File: config.mk
export PLATFORM = sky130hd
export DESIGN_NAME = button_event_arbiter
export DESIGN_NICKNAME = d
export VERILOG_FILES = /design/src/rtl/button_event_arbiter.sv
export SDC_FILE = /design/constraint.sdc
export NUM_CORES = 1
export LEC_CHECK = 0
export ABC_AREA = 1
export CAP_MARGIN = 0
export CORE_MARGIN = 5
export CORE_UTILIZATION = 23
export DETAILED_ROUTE_END_ITERATION = 8
export DONT_BUFFER_PORTS = 1
export GPL_TIMING_DRIVEN = 0
export PLACE_DENSITY_LB_ADDON = 0.3
export SYNTH_ARGS = -nofsm -noshare
export SYNTH_HDL_FRONTEND = slang
export SYNTH_SLANG_ARGS = --single-unit
File: constraint.sdc
create_clock -name CLK -period 3.2 [get_ports CLK]
set_input_delay 0.32 -clock CLK [delete_from_list [all_inputs] [get_ports CLK]]
set_output_delay 0.32 -clock CLK [all_outputs]
set_load 0.01 [all_outputs]
File: src/rtl/button_event_arbiter.sv
// Turns N debounced button levels into press/release/long/repeat events and
// funnels them through per-button pending slots into one valid/ready stream.
module button_event_arbiter #(
    parameter int N             = 4,
    parameter int LONG_CYCLES   = 50_000_000,
    parameter int REPEAT_CYCLES = 10_000_000,
    parameter int IDW           = (N > 1) ? $clog2(N) : 1
) (
    input  logic           CLK,
    input  logic           RST_N,
    input  logic [N-1:0]   BTN,
    output logic           EVT_VALID,
    input  logic           EVT_READY,
    output logic [IDW-1:0] EVT_ID,
    output logic [1:0]     EVT_CODE,
    output logic [N-1:0]   OVERRUN,
    input  logic           CLR_OVR
);

    localparam int MAX_CYC = (LONG_CYCLES > REPEAT_CYCLES) ? LONG_CYCLES : REPEAT_CYCLES;
    localparam int CW      = ($clog2(MAX_CYC) < 1) ? 1 : $clog2(MAX_CYC);

    localparam logic [CW-1:0]  LONG_LAST = CW'(LONG_CYCLES - 1);
    localparam logic [CW-1:0]  REP_LAST  = CW'(REPEAT_CYCLES - 1);
    localparam logic [CW-1:0]  CNT_ZERO  = {CW{1'b0}};
    localparam logic [CW-1:0]  CNT_ONE   = CW'(1'b1);
    localparam logic [IDW-1:0] PTR_RST   = IDW'(N - 1);

    localparam logic [1:0] CODE_PRESS   = 2'b00;
    localparam logic [1:0] CODE_RELEASE = 2'b01;
    localparam logic [1:0] CODE_LONG    = 2'b10;
    localparam logic [1:0] CODE_REPEAT  = 2'b11;

    typedef enum logic [1:0] {
        ST_IDLE   = 2'b00,
        ST_HELD   = 2'b01,
        ST_REPEAT = 2'b10
    } state_t;

    state_t                 state_r   [N];
    state_t                 state_n_s [N];
    logic [N-1:0][CW-1:0]   cnt_r;
    logic [N-1:0][CW-1:0]   cnt_n_s;
    logic [N-1:0]           prev_r;
    logic [N-1:0]           rise_s;
    logic [N-1:0]           fall_s;
    logic [N-1:0]           emit_s;
    logic [N-1:0][1:0]      emit_code_s;

    logic [N-1:0]           pend_r;
    logic [N-1:0]           pend_n_s;
    logic [N-1:0][1:0]      code_r;
    logic [N-1:0][1:0]      code_n_s;
    logic [N-1:0]           gnt_s;
    logic [N-1:0]           ovr_set_s;
    logic [N-1:0]           overrun_r;
    logic [N-1:0]           overrun_n_s;

    logic [IDW-1:0]         ptr_r;
    logic [IDW-1:0]         gnt_idx_s;
    logic [1:0]             gnt_code_s;
    logic                   any_pend_s;
    logic                   load_s;

    logic                   evt_valid_r;
    logic [IDW-1:0]         evt_id_r;
    logic [1:0]             evt_code_r;

    assign EVT_VALID = evt_valid_r;
    assign EVT_ID    = evt_id_r;
    assign EVT_CODE  = evt_code_r;
    assign OVERRUN   = overrun_r;

    // Per-button edge detection and hold-time FSM next state.
    always_comb begin
        for (int i = 0; i < N; i++) begin
            rise_s[i]      = BTN[i] & ~prev_r[i];
            fall_s[i]      = ~BTN[i] & prev_r[i];
            state_n_s[i]   = state_r[i];
            cnt_n_s[i]     = cnt_r[i];
            emit_s[i]      = 1'b0;
            emit_code_s[i] = CODE_PRESS;
            case (state_r[i])
                ST_IDLE: begin
                    if (rise_s[i]) begin
                        state_n_s[i]   = ST_HELD;
                        cnt_n_s[i]     = CNT_ZERO;
                        emit_s[i]      = 1'b1;
                        emit_code_s[i] = CODE_PRESS;
                    end else begin
                        state_n_s[i]   = ST_IDLE;
                    end
                end
                ST_HELD: begin
                    if (fall_s[i]) begin
                        state_n_s[i]   = ST_IDLE;
                        emit_s[i]      = 1'b1;
                        emit_code_s[i] = CODE_RELEASE;
                    end else if (cnt_r[i] == LONG_LAST) begin
                        state_n_s[i]   = ST_REPEAT;
                        cnt_n_s[i]     = CNT_ZERO;
                        emit_s[i]      = 1'b1;
                        emit_code_s[i] = CODE_LONG;
                    end else begin
                        cnt_n_s[i]     = cnt_r[i] + CNT_ONE;
                    end
                end
                ST_REPEAT: begin
                    // A release in the terminal-count cycle wins; no repeat is emitted.
                    if (fall_s[i]) begin
                        state_n_s[i]   = ST_IDLE;
                        emit_s[i]      = 1'b1;
                        emit_code_s[i] = CODE_RELEASE;
                    end else if (cnt_r[i] == REP_LAST) begin
                        cnt_n_s[i]     = CNT_ZERO;
                        emit_s[i]      = 1'b1;
                        emit_code_s[i] = CODE_REPEAT;
                    end else begin
                        cnt_n_s[i]     = cnt_r[i] + CNT_ONE;
                    end
                end
                default: begin
                    state_n_s[i] = ST_IDLE;
                    cnt_n_s[i]   = CNT_ZERO;
                end
            endcase
        end
    end

    // Round-robin grant: lowest pending index above ptr, else lowest at or below it.
    always_comb begin
        load_s     = ~evt_valid_r | EVT_READY;
        any_pend_s = |pend_r;
        gnt_idx_s  = ptr_r;
        gnt_code_s = CODE_PRESS;
        gnt_s      = {N{1'b0}};
        for (int i = N - 1; i >= 0; i--) begin
            gnt_idx_s  = (pend_r[i] && (IDW'(i) <= ptr_r)) ? IDW'(i)   : gnt_idx_s;
            gnt_code_s = (pend_r[i] && (IDW'(i) <= ptr_r)) ? code_r[i] : gnt_code_s;
        end
        for (int i = N - 1; i >= 0; i--) begin
            gnt_idx_s  = (pend_r[i] && (IDW'(i) > ptr_r)) ? IDW'(i)   : gnt_idx_s;
            gnt_code_s = (pend_r[i] && (IDW'(i) > ptr_r)) ? code_r[i] : gnt_code_s;
        end
        for (int i = 0; i < N; i++) begin
            gnt_s[i] = load_s & any_pend_s & (gnt_idx_s == IDW'(i));
        end
    end

    // Pending slot update and sticky overrun detection.
    always_comb begin
        for (int i = 0; i < N; i++) begin
            ovr_set_s[i] = emit_s[i] & pend_r[i] & ~gnt_s[i];
            if (emit_s[i]) begin
                pend_n_s[i] = 1'b1;
                code_n_s[i] = emit_code_s[i];
            end else if (gnt_s[i]) begin
                pend_n_s[i] = 1'b0;
                code_n_s[i] = code_r[i];
            end else begin
                pend_n_s[i] = pend_r[i];
                code_n_s[i] = code_r[i];
            end
        end
        overrun_n_s = (CLR_OVR ? {N{1'b0}} : overrun_r) | ovr_set_s;
    end

    // Per-button state, pending slots and overrun flags.
    always_ff @(posedge CLK or negedge RST_N) begin
        if (!RST_N) begin
            for (int i = 0; i < N; i++) begin
                state_r[i] <= ST_IDLE;
            end
            cnt_r     <= {N{CNT_ZERO}};
            prev_r    <= {N{1'b0}};
            pend_r    <= {N{1'b0}};
            code_r    <= {N{CODE_PRESS}};
            overrun_r <= {N{1'b0}};
        end else begin
            for (int i = 0; i < N; i++) begin
                state_r[i] <= state_n_s[i];
            end
            cnt_r     <= cnt_n_s;
            prev_r    <= BTN;
            pend_r    <= pend_n_s;
            code_r    <= code_n_s;
            overrun_r <= overrun_n_s;
        end
    end

    // Output register and round-robin pointer; holds contents while stalled.
    always_ff @(posedge CLK or negedge RST_N) begin
        if (!RST_N) begin
            evt_valid_r <= 1'b0;
            evt_id_r    <= {IDW{1'b0}};
            evt_code_r  <= CODE_PRESS;
            ptr_r       <= PTR_RST;
        end else if (load_s) begin
            if (any_pend_s) begin
                evt_valid_r <= 1'b1;
                evt_id_r    <= gnt_idx_s;
                evt_code_r  <= gnt_code_s;
                ptr_r       <= gnt_idx_s;
            end else begin
                evt_valid_r <= 1'b0;
            end
        end else begin
            evt_valid_r <= evt_valid_r;
        end
    end

endmodule

==> results of run 1 <==
[critical path: cells and delay by family (launching register included)]
family / cells / cell delay (ps)
AOI/OAI and AO/OA: 1 / 190
adders and majority gates: 1 / 250
buffers and inverters: 1 / 80
DFF: 1 / 400
and+or+nand+nor: 7 / 1300
[power by group through the flow]
stage                     logic [mW]  registers, mW  clock network (mW)
after floorplan                0.534           2.00                   0
after global placement         0.702           2.03                   0
after detailed placement       0.707           2.03                   0
after CTS                      0.718           2.00                2.14
after global routing           0.822           2.02                2.22
final                          0.711           2.00                2.08
[cells in the mapped netlist, types with 2 or more instances]
| library cell | n | share of area |
|---|---|---|
| and2_1 | 2 | 0.0013 |
| nand3_1 | 114 | 0.061 |
| nand3_2 | 2 | 0.0021 |
| a31oi_1 | 2 | 0.0013 |
| dfrtp_1 | 137 | 0.37 |
| a21oi_1 | 41 | 0.022 |
| nor2_1 | 213 | 0.086 |
| nor2_4 | 4 | 0.0048 |
| nand2_2 | 13 | 0.0087 |
| buf_6 | 4 | 0.0048 |
| clkbuf_1 | 3 | 0.0012 |
| inv_1 | 184 | 0.074 |
| nand4_1 | 51 | 0.034 |
| or2_2 | 2 | 0.0013 |
| nor3_2 | 12 | 0.013 |
| buf_2 | 6 | 0.0032 |
| o22ai_1 | 8 | 0.0054 |
| a21oi_4 | 2 | 0.0035 |
| o21ai_1 | 3 | 0.0016 |
| xor2_1 | 30 | 0.028 |
| o21ai_0 | 43 | 0.023 |
| o32ai_1 | 2 | 0.0019 |
| buf_4 | 2 | 0.0016 |
| dfstp_2 | 2 | 0.0056 |
| inv_2 | 9 | 0.0036 |
| nand2_1 | 369 | 0.15 |
| nor3_1 | 38 | 0.020 |
| o31ai_1 | 2 | 0.0016 |
| nor3b_1 | 2 | 0.0016 |
| nand3b_1 | 6 | 0.0048 |
| nor2_2 | 15 | 0.010 |
| nor4_1 | 6 | 0.0040 |
| ha_1 | 20 | 0.027 |
| o2111ai_1 | 2 | 0.0019 |
| xnor2_1 | 8 | 0.0075 |
[final cells by class]
cell class | count | area, µm² | area share
timing repair buffer | 5 | 50.0 | 0.00471
multi-input combinational | 1021 | 5000 | 0.470
inverter | 194 | 729 | 0.0686
clock inverter | 12 | 173 | 0.0162
buffer | 16 | 105 | 0.00988
sequential | 139 | 3480 | 0.327
clock buffer | 20 | 437 | 0.0411
tap | 525 | 657 | 0.0618
[per-stage QoR]
stage,util,setup WS (ps)
floorplan,-,1380
global placement,0.250,951
detailed placement,0.250,910
CTS,0.266,897
global route,0.266,669
finish,0.266,851
[path summary, 6_finish.rpt]
| check | endpoint | slack, ps | cells after the start |
|---|---|---|---|
| max in group asynchronous | ptr_r[0]$_DFFE_PN1P_ | 3300 | 0 |
| worst max-delay path | cnt_r[66]$_DFFE_PN0P_ | 850 | 10 |
| worst min register to register | code_r[2]$_DFFE_PN0P_ | 480 | 2 |
| min in group CLK | state_r[2]$_DFFE_PN0P_ | 100 | 2 |
| worst min-delay path | cnt_r[42]$_DFFE_PN0P_ | -400 | 0 |
| worst max register to register | cnt_r[66]$_DFFE_PN0P_ | 850 | 10 |
[metal layers]
layer,track usage,vias up,wire length [µm]
li1,-,4452,-
met1,0.155,4074,12200
met2,0.175,172,10800
met3,0.0215,26,991
met4,0.0302,0,356
met5,0,-,0
[state kept, by name (all words and copies together) (netlist names)]
signal / cells
ptr_r: 2
EVT_VALID: 1
cnt_r: 104
prev_r: 4
EVT_CODE: 2
code_r: 8
pend_r: 4
EVT_ID: 2
OVERRUN: 4
state_r: 8
[kinds of logic after synthesis]
family                     count (synthesis)  synth area share
AOI/OAI and AO/OA                        109            0.0657
DFF                                      139             0.374
xor gates and xnor gates                  38            0.0357
buffers and inverters                    210            0.0896
and+or+nand+nor                          854             0.409
adders and majority gates                 20            0.0269
==> impl_metrics.json, run 1 <==
{
  "p_seq_frac": 0.417,
  "layout_min_cycle_time_ps": 2350,
  "avgRoutedWirePerCell_um": 12.6,
  "final-instance-count-excl-fill": 1932,
  "finalSetupViolCount": 0,
  "cellLeakagePower_nw": 4.52,
  "whs_ps": -401,
  "die_y_um": 211,
  "layout_common_cells": "nand2_1 (369), nor2_1 (213), inv_1 (184)",
  "via_per_inst": 4.52,
  "fill_cells": 4407,
  "cp-startpoint": "state_r[2]$_DFFE_PN0P_",
  "reg2reg_from": "state_r[2]$_DFFE_PN0P_",
  "cp.required_ps": 3510,
  "final-hold-violation-count": 139,
  "final_common_cell": "nand2_1",
  "startpoint_type": "flop",
  "worstSkewPairLatency_ps": 430,
  "root_buffer": "clkbuf_16",
  "outcome": "complete, but fails checks",
  "ant_nets": 0,
  "clkPwrFrac": 0.435,
  "crit_top_cell": "nor2_1",
  "async_flop_share": 1.00,
  "drc": 0,
  "numCtsBuffers": 17,
  "ctsResizeCount": 0,
  "core_area_mm2": 0.0399,
  "p_comb_frac": 0.148,
  "grt_pass1_vias": 8287,
  "power_density_mw_per_mm2": 451,
  "htree_levels": 4,
  "p_sw_frac": 0.293,
  "cts_tree": "yes",
  "critPathKind": "reg2reg",
  "drt_iter0_markers": 600,
  "antenna_found_initial": 0,
  "violations": "negative hold slack",
  "maxCapViolCount": 0,
  "grt_usage": 0.111,
  "grt_pass1_wl_mm": 41.0,
  "n_antenna_cell": 0,
  "firstDrtPassIters": 5,
  "cts_setup_buffers": 0,
  "cts.sinks": 139,
  "numPortBuffers": 0,
  "critPathArrivalTime_ps": 2660,
  "place_area_mm2": 0.00998,
  "final-max-slew-violation-count": 0,
  "max_stage_delay_ps": 410,
  "synth_fp_nets": 1398,
  "fin_tns_setup_ps": 0,
  "cts.hold.buffers_added": 5,
  "vias": 8724,
  "grt_max_degree": 140,
  "synth_edf_count": 0,
  "drive_above_1_share": 0.0768,
  "area_delta_synth_final_pct": 14.1,
  "layout.nets": 1422,
  "ys.flop_type": "dfrtp_1",
  "worstPathMaxFanout": 5,
  "netlist_area_mm2": 0.00932,
  "path_clk_slew_ps": 60,
  "rsz0062_at_grt": "no",
  "hold_class": "in2async",
  "power.switching_mw": 1.41,
  "crit_chain": "inv_1 -> ha_1 -> o21ai_1 -> nand2_1 -> nor2_1 -> nand3_1 -> nor2_1 -> nand3_1 -> nand2_1 -> nor2_1",
  "synth.distinct_cells": 46,
  "slew_headroom": 0.644,
  "critPathCaptureType": "flop",
  "skew_ps": 7.76,
  "clockBufferDepth": 2,
  "rows": 73,
  "syn_inst": 1370,
  "fmax_ghz": 0.426,
  "syn_area_per_cell_um2": 6.80,
  "die-area_mm2": 0.0446,
  "start_util": 0.233,
  "stdcell_area_mm2": 0.0106,
  "seq_area_frac_synth": 0.374,
  "placedCellCount": 1895,
  "fin_crit_sh": 0.734,
  "total_power_mw": 4.79,
  "synth_seq_cells": 139,
  "dp_hpwl_mm": 18.1,
  "io-pin-count": 17,
  "routed_wl_mm": 24.4,
  "max-vdd-ir-drop_uv": 397,
  "tightestPinTransition_ps": 529,
  "place.gp.congestion": 0.908,
  "crit_slowest_cell": "nor2_1",
  "p_int_mw": 3.39,
  "die_x_um": 211,
  "yosys_warnings": 0,
  "overflow": 0
}
(Power assumes the default switching activity.)
==> run 2: changes to the inputs <==
Settings changed: ABC_AREA 1 to 0.
Clock period 3.2 ns to 2.4 ns, I/O delays scaled along.
==> run 2 against run 1 <==
Against the previous run: core utilization increased by 1.1 points; highest routed layer unchanged; largest power group unchanged; non-clock buffer count increased by 12; sequential cell count unchanged; the flow finishes with violations (negative hold slack, negative setup slack); clock power increased by 29%; clock skew increased by 2.0 ps.
==> impl_metrics.json, run 2 <==
{
  "start_util": 0.233,
  "cts_tree": "yes",
  "max-vdd-ir-drop_uv": 428,
  "die_y_um": 195,
  "final-hold-violation-count": 139,
  "crit_top_cell": "or3_4",
  "synth_edf_count": 0,
  "synth_seq_cells": 139,
  "reg.largest.list": "cnt_r: 104 flops, code_r: 8 flops, state_r: 8 flops",
  "vias": 6198,
  "io-pin-count": 17,
  "finalSetupViolCount": 8,
  "largest_reg_flops": 104,
  "antenna_found_initial": 0,
  "layout_min_cycle_time_ps": 2610,
  "die-area_mm2": 0.0379,
  "n_antenna_cell": 0,
  "numPortBuffers": 0,
  "layout.nets": 918,
  "core_area_mm2": 0.0336,
  "max_stage_delay_ps": 540,
  "rsz0062_at_grt": "yes",
  "synth_fp_nets": 887,
  "die_x_um": 195,
  "worstPathMaxFanout": 5,
  "htree_levels": 4,
  "power.switching_mw": 1.70,
  "path_clk_slew_ps": 60,
  "cts.sinks": 139,
  "clkPwrFrac": 0.440,
  "skew_ps": 9.74,
  "p_sw_frac": 0.277,
  "p_int_mw": 4.42,
  "cellLeakagePower_nw": 3.97,
  "crit_slowest_cell": "or4_4",
  "whs_ps": -489,
  "regMostFlops": "cnt_r",
  "drc": 0,
  "cp.required_ps": 2710,
  "fmax_ghz": 0.384,
  "final-max-slew-violation-count": 0,
  "grt_pass1_vias": 6202,
  "root_buffer": "clkbuf_16",
  "layout_common_cells": "dfrtp_1 (137), nor2_1 (97), nand2_1 (92)",
  "avgRoutedWirePerCell_um": 13.6,
  "grt_max_degree": 140,
  "fin_crit_sh": 1.09,
  "critPathKind": "reg2reg",
  "dp_hpwl_mm": 12.3,
  "ys.flop_type": "dfrtp_1",
  "setup_slack_ps": -206,
  "cp-startpoint": "cnt_r[85]$_DFFE_PN0P_",
  "seq_area_frac_synth": 0.443,
  "syn_inst": 859,
  "reg2reg_from": "cnt_r[85]$_DFFE_PN0P_",
  "overflow": 0,
  "critPathCaptureType": "flop",
  "post-route-util": 0.278,
  "syn_area_per_cell_um2": 9.14,
  "drive_above_1_share": 0.118,
  "p_seq_frac": 0.434,
  "numCtsBuffers": 17,
  "slew_headroom": 0.487,
  "routed_wl_mm": 18.3,
  "power_density_mw_per_mm2": 656,
  "grt_pass1_wl_mm": 31.3,
  "place.gp.congestion": 0.757,
  "area_delta_synth_final_pct": 18.9,
  "drt_iter0_markers": 314,
  "outcome": "complete, but fails checks",
  "yosysTopAreaCellShare": 0.437,
  "worstSkewPairLatency_ps": 420,
  "cts.hold.buffers_added": 5,
  "synth_most_common_cell": "dfrtp_1",
  "reg2reg_slack_ps": -210,
  "synth_common_cells": "dfrtp_1 (137), nor2_1 (100), nand2_1 (93), nand3_1 (48), o21ai_0 (45)",
  "synth_largest_area_cell": "dfrtp_1",
  "synth_area_leaders": "dfrtp_1 (44%), nor2_1 (4.8%), nand2_1 (4.4%)",
  "rows": 67,
  "p_comb_frac": 0.125,
  "synth.distinct_cells": 71,
  "ant_nets": 0,
  "clockBufferDepth": 2,
  "tightestPinTransition_ps": 762,
  "critPathArrivalTime_ps": 2910,
  "firstDrtPassIters": 4,
  "hold_class": "in2async",
  "final_common_cell": "dfrtp_1",
  "yosys_warnings": 0,
  "grt_usage": 0.0979,
  "async_flop_share": 1.00,
  "netlist_area_mm2": 0.00785,
  "crit_chain": "or4b_1 -> or4_4 -> or3_4 -> nor4b_4 -> or3_4 -> a21o_1",
  "startpoint_type": "flop",
  "violations": "negative hold slack, negative setup slack",
  "maxCapViolCount": 0,
  "via_per_inst": 4.59
}
[run 2: cell count changes after synthesis, sizes merged, moves of 17 or more]
| cell | delta |
|---|---|
| a21o | +19 |
| nand4 | -26 |
| nor3 | -32 |
| a22o | +17 |
| nor2b | +18 |
| and3 | +28 |
| xnor2 | +20 |
| nand2 | -290 |
| nand3 | -68 |
| inv | -161 |
| nor2 | -132 |
[run 2: logic make-up after synthesis]
family                   synth area share
multiplexers                      0.00972
XOR/XNOR                           0.0725
buffers and inverters              0.0295
AND/OR/NAND/NOR                     0.278
flip-flops                          0.443
adder cells (fa/ha/maj)            0.0319
AO/OA/AOI/OAI                       0.135
[run 2: timing repair]
item | in CTS | in global routing
setup buffers | 6 | 5
pin swaps | 3 | 5
resized for setup | 28 | 29
endpoints found under the setup margin | 99 | 77
endpoints found under the hold margin | 147 | 139
[run 2: worst max-delay path: cells and delay by family, from the launching register on]
family,cells,cell delay (ps)
compound gates,1,190
flops,1,380
simple gates,5,1940
[run 2: final timing paths]
kind,to,cells past startpoint
max in group asynchronous,ptr_r[1]$_DFFE_PN1P_,0
min reg2reg,code_r[1]$_DFFE_PN0P_,1
min in group CLK,state_r[3]$_DFFE_PN0P_,2
max reg2reg,code_r[6]$_DFFE_PN0P_,6
max,code_r[6]$_DFFE_PN0P_,6
min,cnt_r[27]$_DFFE_PN0P_,0
[run 2: through the flow]
step	setup WS [ps]	cell area (µm²)	setup TNS [ps]	instances	total power [mW]
2_1_floorplan	-112	7860	-223	859	3.20
3_3_place_gp	-770	8420	-28630	1307	3.42
3_5_place_dp	-734	8420	-27100	1307	3.42
4_1_cts	-216	9200	-1690	1348	6.19
5_1_grt	-288	9330	-1980	1350	6.43
6_report	-206	9330	-702	1350	6.12
[run 2: final cells by class]
class	count	area [µm²]
repair buffers	16	136
multi-input cells	667	4320
fillers	3476	24300
well taps	448	561
inverters	32	120
plain buffers	17	130
clock inverters	13	151
clock buffers	18	439
flip-flops and latches	139	3480
[run 2: metal layers]
| metal | global-route usage | up-vias | wire [µm] |
|---|---|---|---|
| li1 | - | 3130 | - |
| met1 | 0.132 | 3010 | 9390 |
| met2 | 0.156 | 46 | 8230 |
| met3 | 0.0253 | 12 | 521 |
| met4 | 0.0292 | 0 | 199 |
| met5 | 0 | - | 0 |
[run 2: power by group through the flow]
| stage | combinational [mW] | clock (mW) | sequential (mW) |
|---|---|---|---|
| after floorplan | 0.566 | 0 | 2.63 |
| after detailed placement | 0.717 | 0 | 2.71 |
| final | 0.767 | 2.69 | 2.66 |
| after global routing | 0.866 | 2.88 | 2.68 |
| after CTS | 0.753 | 2.77 | 2.66 |
| after global placement | 0.711 | 0 | 2.70 |
